**config.mk**
```make
export PLATFORM = sky130hd
export DESIGN_NAME = alu_exec_stage_flat
export DESIGN_NICKNAME = d
export VERILOG_FILES = /design/src/rtl/alu_exec_stage_if.sv /design/src/rtl/alu_exec_stage.sv /design/src/flat_wrapper.sv
export SDC_FILE = /design/constraint.sdc
export NUM_CORES = 1
export LEC_CHECK = 0
export CORE_UTILIZATION = 50
export DETAILED_ROUTE_END_ITERATION = 8
export MAX_ROUTING_LAYER = met4
export PLACE_DENSITY = 0.75
export SETUP_SLACK_MARGIN = 0.4
export SLEW_MARGIN = 5
export SYNTH_ARGS = -nofsm -noshare
export SYNTH_HDL_FRONTEND = slang
export SYNTH_SLANG_ARGS = --single-unit
```
**constraint.sdc**
```tcl
create_clock -name stage_clk -period 6.8 [get_ports stage_clk]
set_input_delay 1.36 -clock stage_clk [delete_from_list [all_inputs] [get_ports stage_clk]]
set_output_delay 1.36 -clock stage_clk [all_outputs]
set_load 0.005 [all_outputs]
```
**src/rtl/alu_exec_stage_if.sv**
```systemverilog
// ---------------------------------------------------------------------------
// alu_exec_stage_if
// Bundles the operand-side and result-side valid/ready handshakes of the
// ALU execute stage into one interface. Clock and reset stay plain ports on
// the module.
//
//   in_valid  / in_ready   : operand bundle handshake (producer -> stage)
//   alu_op                 : 4-bit operation code
//   rs1_data / rs2_data    : operand A / operand B (register form)
//   imm / use_imm          : sign-extended immediate and its select
//   rd_in                  : destination register index carried with the op
//   out_valid / out_ready  : result handshake (stage -> register bank)
//   alu_out / rd_out       : result and its destination index
//   busy                   : iterative shift in progress
//
// Modports:
//   master : the producer/consumer side (drives operands and out_ready)
//   slave  : the execute stage itself
// ---------------------------------------------------------------------------
interface alu_exec_stage_if #(
    parameter int XLEN   = 32,
    parameter int REG_AW = 5
);
    logic              in_valid;
    logic              in_ready;
    logic [3:0]        alu_op;
    logic [XLEN-1:0]   rs1_data;
    logic [XLEN-1:0]   rs2_data;
    logic [XLEN-1:0]   imm;
    logic              use_imm;
    logic [REG_AW-1:0] rd_in;
    logic              out_valid;
    logic              out_ready;
    logic [XLEN-1:0]   alu_out;
    logic [REG_AW-1:0] rd_out;
    logic              busy;

    modport master (
        output in_valid, alu_op, rs1_data, rs2_data, imm, use_imm, rd_in, out_ready,
        input  in_ready, out_valid, alu_out, rd_out, busy
    );

    modport slave (
        input  in_valid, alu_op, rs1_data, rs2_data, imm, use_imm, rd_in, out_ready,
        output in_ready, out_valid, alu_out, rd_out, busy
    );
endinterface

```
**src/rtl/alu_exec_stage.sv**
```systemverilog
// ---------------------------------------------------------------------------
// alu_exec_stage
// RV32I integer execute stage sitting right after the register bank. Takes
// rs1/rs2 (or an immediate), computes the ALU result and holds exactly one
// result in an output register until the register-bank write port takes it.
//
// Ports:
//   stage_clk : stage clock, all state changes on the rising edge
//   reset     : synchronous, active-high reset
//   bus       : alu_exec_stage_if.slave (operand handshake, result
//               handshake, busy flag)
//
// Op codes: 0 ADD, 1 SUB, 2 SLL, 3 SLT, 4 SLTU, 5 XOR, 6 SRL, 7 SRA,
//           8 OR, 9 AND, 10 PASSB; 11-15 produce 0 with ADD timing.
//
// Build option:
//   SHIFT_FAST_EN : when defined, shifts use a single-cycle barrel shifter,
//                   every op has latency 1 and busy is always 0. When not
//                   defined, shifts by k>0 move one bit per cycle and the
//                   result appears k+1 cycles after accept.
// ---------------------------------------------------------------------------
module alu_exec_stage #(
    parameter int XLEN   = 32,
    parameter int REG_AW = 5
) (
    input  logic              stage_clk,
    input  logic              reset,
    alu_exec_stage_if.slave   bus
);

    localparam logic [3:0] OP_ADD   = 4'd0;
    localparam logic [3:0] OP_SUB   = 4'd1;
    localparam logic [3:0] OP_SLL   = 4'd2;
    localparam logic [3:0] OP_SLT   = 4'd3;
    localparam logic [3:0] OP_SLTU  = 4'd4;
    localparam logic [3:0] OP_XOR   = 4'd5;
    localparam logic [3:0] OP_SRL   = 4'd6;
    localparam logic [3:0] OP_SRA   = 4'd7;
    localparam logic [3:0] OP_OR    = 4'd8;
    localparam logic [3:0] OP_AND   = 4'd9;
    localparam logic [3:0] OP_PASSB = 4'd10;

    typedef enum logic {
        IDLE,
        SHIFT
    } state_t;

    state_t            state_q,    state_d;
    logic              outValid_q, outValid_d;
    logic [XLEN-1:0]   aluOut_q,   aluOut_d;
    logic [REG_AW-1:0] rdOut_q,    rdOut_d;
    logic [XLEN-1:0]   shiftVal_q, shiftVal_d;
    logic [3:0]        shiftOp_q,  shiftOp_d;
    logic [4:0]        count_q,    count_d;
    logic [REG_AW-1:0] rdHold_q,   rdHold_d;

    logic [XLEN-1:0]   opA;
    logic [XLEN-1:0]   opB;
    logic [4:0]        shamt;
    logic              inReady;
    logic              accept;
    logic              goIterative;
    logic [XLEN-1:0]   immResult;
    logic [XLEN-1:0]   oneStep;

    // Operand selection and the handshake terms. A new bundle can only be
    // taken in IDLE and only when the output register is empty or is being
    // drained at this very edge.
    assign opA     = bus.rs1_data;
    assign opB     = bus.use_imm ? bus.imm : bus.rs2_data;
    assign shamt   = opB[4:0];
    assign inReady = (state_q == IDLE) && (!outValid_q || bus.out_ready);
    assign accept  = bus.in_valid && inReady;

    // Decide whether an accepted op has to go through the bit-serial
    // shifter. A shift by zero is just a pass of operand A, so it takes the
    // single-cycle path.
`ifdef SHIFT_FAST_EN
    assign goIterative = 1'b0;
`else
    logic isShiftOp;
    assign isShiftOp   = (bus.alu_op == OP_SLL) || (bus.alu_op == OP_SRL) ||
                         (bus.alu_op == OP_SRA);
    assign goIterative = isShiftOp && (shamt != 5'd0);
`endif

    // Single-cycle result for everything that finishes at the accept edge.
    // In the iterative build shifts only arrive here with shamt==0, where
    // the result is operand A unchanged.
    always_comb begin
        immResult = '0;
        case (bus.alu_op)
            OP_ADD:   immResult = opA + opB;
            OP_SUB:   immResult = opA - opB;
            OP_SLT:   immResult = {{(XLEN-1){1'b0}}, ($signed(opA) < $signed(opB))};
            OP_SLTU:  immResult = {{(XLEN-1){1'b0}}, (opA < opB)};
            OP_XOR:   immResult = opA ^ opB;
            OP_OR:    immResult = opA | opB;
            OP_AND:   immResult = opA & opB;
            OP_PASSB: immResult = opB;
`ifdef SHIFT_FAST_EN
            OP_SLL:   immResult = opA << shamt;
            OP_SRL:   immResult = opA >> shamt;
            OP_SRA:   immResult = $signed(opA) >>> shamt;
`else
            OP_SLL, OP_SRL, OP_SRA: immResult = opA;
`endif
            default:  immResult = '0;
        endcase
    end

    // One bit of shifting for the iterative path. SRA copies the sign bit
    // into the vacated MSB on every step.
    always_comb begin
        oneStep = '0;
        case (shiftOp_q)
            OP_SLL:  oneStep = {shiftVal_q[XLEN-2:0], 1'b0};
            OP_SRA:  oneStep = {shiftVal_q[XLEN-1], shiftVal_q[XLEN-1:1]};
            default: oneStep = {1'b0, shiftVal_q[XLEN-1:1]};
        endcase
    end

    // Next-state logic. In IDLE the output register drains when the
    // consumer takes it, and an accept at the same edge may refill it
    // immediately, which is what allows one ADD per cycle. In SHIFT the
    // counter runs down to zero and the edge after that loads the result,
    // giving k+1 cycles from accept to valid.
    always_comb begin
        state_d    = state_q;
        outValid_d = outValid_q;
        aluOut_d   = aluOut_q;
        rdOut_d    = rdOut_q;
        shiftVal_d = shiftVal_q;
        shiftOp_d  = shiftOp_q;
        count_d    = count_q;
        rdHold_d   = rdHold_q;

        case (state_q)
            IDLE: begin
                if (outValid_q && bus.out_ready) begin
                    outValid_d = 1'b0;
                end
                if (accept) begin
                    rdHold_d = bus.rd_in;
                    if (goIterative) begin
                        state_d    = SHIFT;
                        shiftVal_d = opA;
                        shiftOp_d  = bus.alu_op;
                        count_d    = shamt;
                    end else begin
                        aluOut_d   = immResult;
                        rdOut_d    = bus.rd_in;
                        outValid_d = 1'b1;
                    end
                end
            end
            SHIFT: begin
                if (count_q != 5'd0) begin
                    shiftVal_d = oneStep;
                    count_d    = count_q - 5'd1;
                end else begin
                    aluOut_d   = shiftVal_q;
                    rdOut_d    = rdHold_q;
                    outValid_d = 1'b1;
                    state_d    = IDLE;
                end
            end
            default: begin
                state_d = IDLE;
            end
        endcase
    end

    // State register. Reset is synchronous and takes priority over any
    // handshake happening at the same edge, discarding an in-flight shift.
    always_ff @(posedge stage_clk) begin
        if (reset) begin
            state_q    <= IDLE;
            outValid_q <= 1'b0;
            aluOut_q   <= '0;
            rdOut_q    <= '0;
            shiftVal_q <= '0;
            shiftOp_q  <= '0;
            count_q    <= '0;
            rdHold_q   <= '0;
        end else begin
            state_q    <= state_d;
            outValid_q <= outValid_d;
            aluOut_q   <= aluOut_d;
            rdOut_q    <= rdOut_d;
            shiftVal_q <= shiftVal_d;
            shiftOp_q  <= shiftOp_d;
            count_q    <= count_d;
            rdHold_q   <= rdHold_d;
        end
    end

    // Drive the interface outputs straight from the registers.
    assign bus.in_ready  = inReady;
    assign bus.out_valid = outValid_q;
    assign bus.alu_out   = aluOut_q;
    assign bus.rd_out    = rdOut_q;
`ifdef SHIFT_FAST_EN
    assign bus.busy      = 1'b0;
`else
    assign bus.busy      = (state_q == SHIFT);
`endif

endmodule

```
**src/flat_wrapper.sv**
```systemverilog
// flat-port wrapper written by rule: the top's interface ports become plain ports
module alu_exec_stage_flat 
#(
    parameter int XLEN   = 32,
    parameter int REG_AW = 5
)
  (stage_clk, reset, bus_in_valid, bus_alu_op, bus_rs1_data, bus_rs2_data, bus_imm, bus_use_imm, bus_rd_in, bus_out_ready, bus_in_ready, bus_out_valid, bus_alu_out, bus_rd_out, bus_busy);
  alu_exec_stage_if #(.XLEN(XLEN), .REG_AW(REG_AW)) bus_i ();
  input  logic stage_clk;
  input  logic reset;
  input wire logic [$bits(bus_i.in_valid)-1:0] bus_in_valid;
  input wire logic [$bits(bus_i.alu_op)-1:0] bus_alu_op;
  input wire logic [$bits(bus_i.rs1_data)-1:0] bus_rs1_data;
  input wire logic [$bits(bus_i.rs2_data)-1:0] bus_rs2_data;
  input wire logic [$bits(bus_i.imm)-1:0] bus_imm;
  input wire logic [$bits(bus_i.use_imm)-1:0] bus_use_imm;
  input wire logic [$bits(bus_i.rd_in)-1:0] bus_rd_in;
  input wire logic [$bits(bus_i.out_ready)-1:0] bus_out_ready;
  output wire logic [$bits(bus_i.in_ready)-1:0] bus_in_ready;
  output wire logic [$bits(bus_i.out_valid)-1:0] bus_out_valid;
  output wire logic [$bits(bus_i.alu_out)-1:0] bus_alu_out;
  output wire logic [$bits(bus_i.rd_out)-1:0] bus_rd_out;
  output wire logic [$bits(bus_i.busy)-1:0] bus_busy;
  assign bus_i.in_valid = bus_in_valid;
  assign bus_i.alu_op = bus_alu_op;
  assign bus_i.rs1_data = bus_rs1_data;
  assign bus_i.rs2_data = bus_rs2_data;
  assign bus_i.imm = bus_imm;
  assign bus_i.use_imm = bus_use_imm;
  assign bus_i.rd_in = bus_rd_in;
  assign bus_i.out_ready = bus_out_ready;
  assign bus_in_ready = bus_i.in_ready;
  assign bus_out_valid = bus_i.out_valid;
  assign bus_alu_out = bus_i.alu_out;
  assign bus_rd_out = bus_i.rd_out;
  assign bus_busy = bus_i.busy;
  alu_exec_stage #(.XLEN(XLEN), .REG_AW(REG_AW)) u_core (.stage_clk(stage_clk), .reset(reset), .bus(bus_i));
endmodule
```
==> results.toml <==
[sta]
setup_viol = 0
hold_violations = 0
period_needed_ns = 5.22
rsz0062_at_grt = "no"
fmax_mhz = 192
fin_skew_ns = 0.00809
max_slew_margin_pct = 34.1
fin_crit_sh_pct = 76.7
slew_viol_final = 0
finalSetupTns_ns = 0
tightest_slew_ns = 0.964

[min_path]
min_path_type = "register to register"
min_to = "u_core.rdHold_q[4]"
whs_path_depth = 2
min_from = "u_core.rdHold_q[4]"

[placement]
hpwl_um = 28500
dpl-instance-area_mm2 = 0.0114
gp_congestion = 1.02
placedCellCount = 1687
io_buffers = 149

[power]
power_density_mw_per_mm2 = 165
p_leak_nw = 4.50
ir_drop_v = 0.000128
p_total_mw = 1.93

[grt]
antenna_found_initial = 1
grt_pass1_vias = 10000
use_met1_pct = 55.9
grt-busiest-layer = "met1"
gr-total-overflow = 0
met3_usage_pct = 7.66
grt.total_usage_pct = 39.3
met2_usage_pct = 55.3
grt_pass1_wl_um = 58400
grt_max_degree = 77

[detailed_routing]
firstDrtPassIters = 5
num_vias = 11200
drt_first_iter_violations = 1368
routed_wl_um = 38300
drt-vias-per-instance = 6.55
ant_nets = 0
drc = 0
wire_per_inst_um = 22.5

[clock_tree]
clk_pin_slew_worst_paths_ns = 0.07
cts.sinks = 85
clock_latency_ns = 0.35
clock_path_buffers = 2
post_cts_resize_count = 0
hold_buffers = 0
h-tree-depth = 3
postCtsSetupRepairBufs = 0
cts_buffers = 9
cts_tree = "yes"
cts_root_buf = "clkbuf_16"

[cells_and_area]
layout.nets = 1648
final_area_mm2 = 0.0117
fin_cells = 1704
area_growth_pct = 19.8
final_cell_mix = "nand2_1, clkdlybuf4s50_1, a21oi_1"
drive_gt1_share_pct = 6.03

[die]
design.core.area_mm2 = 0.0190
die_w_um = 142
dieArea_mm2 = 0.0201
fp.dieH_um = 142
num_rows = 50
ioPinCount = 150
start_util_pct = 51.5

[critical_path]
crit_fanout = 24
r2r-end = "u_core.bus.alu_out[9]"
r2r_cells = 7
startpoint_type = "primary input"
required_ns = 7.05
path_class = "primary input to register"
cpPeakStageDelay_ns = 0.67
worstPathCellList = "buf_2, mux2i_1, inv_1, ha_1, a2111oi_0, o21ai_1, nand4_1, a21boi_0, o21ai_0, o21bai_1, xnor2_1, o221a_2, a2111oi_2"
slowest_stage = "o21ai_0"
ff2ff_setup_slack_ns = 3.48
reg2reg_from = "u_core.bus.busy"
critPathArrivalTime_ns = 5.47
critPathCaptureType = "register"

[yosys]
ys_warn_count = 0
syn-cell-area_mm2 = 0.00977
synth_edf_count = 0
syn_avg_cell_area_um2 = 7.21
synth_fp_nets = 1565
synth_flop_cell = "dfxtp_1"
synth_seq_cells = 85
seq_area_frac_synth_pct = 17.4
synthCells = 1355
async_flop_share_pct = 0
yosys.cell_types.count = 82

[run_status]
status = "completed"

[run]
drv_cap = 0
==> sequential cells by signal, indices dropped and copies added, names as in the netlist <==
register              count
u_core.bus.rd_out         5
u_core.bus.alu_out       32
u_core.rdHold_q           5
u_core.count_q            5
u_core.bus.out_valid      1
u_core.bus.busy           1
u_core.shiftVal_q        32
u_core.shiftOp_q          4
==> report_power, final <==
group / switching, mW / internal [mW]
logic: 0.510 / 0.344
registers: 0.0343 / 0.534
clock network: 0.216 / 0.295
total: 0.760 / 1.17
==> per-stage QoR <==
| stage | util [%] | setup WS, ns | hold slack [ns] |
|---|---|---|---|
| floorplan | - | 1.54 | 0.436 |
| global placement | 60.1 | 1.39 | 0.442 |
| detailed placement | 60.1 | 1.37 | 0.448 |
| CTS | 61.7 | 1.71 | 0.456 |
| global route | 61.7 | 1.33 | 0.468 |
| finish | 61.7 | 1.58 | 0.454 |
==> final cells by class <==
cell class / instances / area, µm²
sequential: 85 / 1710
inverter: 102 / 383
multi-input combinational: 1069 / 7330
clock buffer: 11 / 243
antenna: 1 / 2.50
clock inverter: 5 / 60.1
fill: 1788 / 7260
timing repair buffer: 171 / 1650
tap: 260 / 325
==> cells in the mapped netlist (4+ instances only) <==
cell type  count  area [µm²]
a311oi_1       6        52.6
mux2i_1       52         521
o2111ai_1      5        43.8
a22oi_1       11        82.6
nand2b_1       8        50.1
o211ai_1      43         323
clkbuf_1      75         282
nand3_1       25         125
nand2_1      147         552
a21o_1        11        82.6
nor3_1        38         190
o21bai_1      15         113
and3_1         4        25.0
a2111oi_0      8        70.1
a221o_1       10         100
or3_1          5        31.3
xnor2_1       21         184
o21ai_0       62         310
a21boi_0       4        30.0
nor4_1        13        81.3
nor3b_1        5        37.5
o31ai_1       16         120
inv_1        101         379
nand4_1        7        43.8
and2_1         4        25.0
o22ai_1       14        87.6
a221oi_1      27         236
a222oi_1       4        40.0
xor2_1         4        35.0
dfxtp_1       85        1700
mux2_2        20         225
o41ai_1        4        35.0
a21oi_1      138         691
buf_1          8        30.0
nor2_1       110         413
buf_2         14        70.1
nor2b_1       12        75.1
ha_1          98        1230
o221ai_1      10        87.6
a31oi_1       16         100
or4_1          4        30.0
a211oi_1      32         240
==> critical path: cells and delay by family <==
kind | cells | cell delay [ns]
multiplexers | 1 | 0.49
XOR/XNOR | 1 | 0.16
AO/OA/AOI/OAI | 7 | 2.27
buffers and inverters | 2 | 0.69
AND/OR/NAND/NOR | 1 | 0.21
adder cells (fa/ha/maj) | 1 | 0.29
==> logic make-up after synthesis <==
| family | Yosys count | synth area share (%) |
|---|---|---|
| compound gates | 473 | 32.9 |
| xor+xnor | 25 | 2.24 |
| fa+ha+maj | 100 | 13.0 |
| buf+inv | 201 | 8.02 |
| flops | 85 | 17.4 |
| mux | 72 | 7.64 |
| simple gates | 399 | 18.8 |
==> per-layer routing <==
| metal | routed length (µm) | share of wire (%) |
|---|---|---|
| met3 | 4500 | 12 |
| met1 | 16800 | 44 |
| met2 | 15900 | 42 |
| met4 | 1060 | 2.8 |
| met5 | 0 | 0 |
==> worst max path at each step <==
stage,from,endpoint,depth (start not counted)
after floorplan,bus_use_imm,u_core.bus.alu_out[28],15
after global placement,bus_use_imm,u_core.bus.alu_out[24],13
after detailed placement,bus_use_imm,u_core.bus.alu_out[31],13
after CTS,bus_use_imm,u_core.bus.alu_out[31],13
after global routing,bus_use_imm,u_core.bus.alu_out[31],13
final,bus_use_imm,u_core.bus.alu_out[31],13
Power figures use the tool's default switching activity.
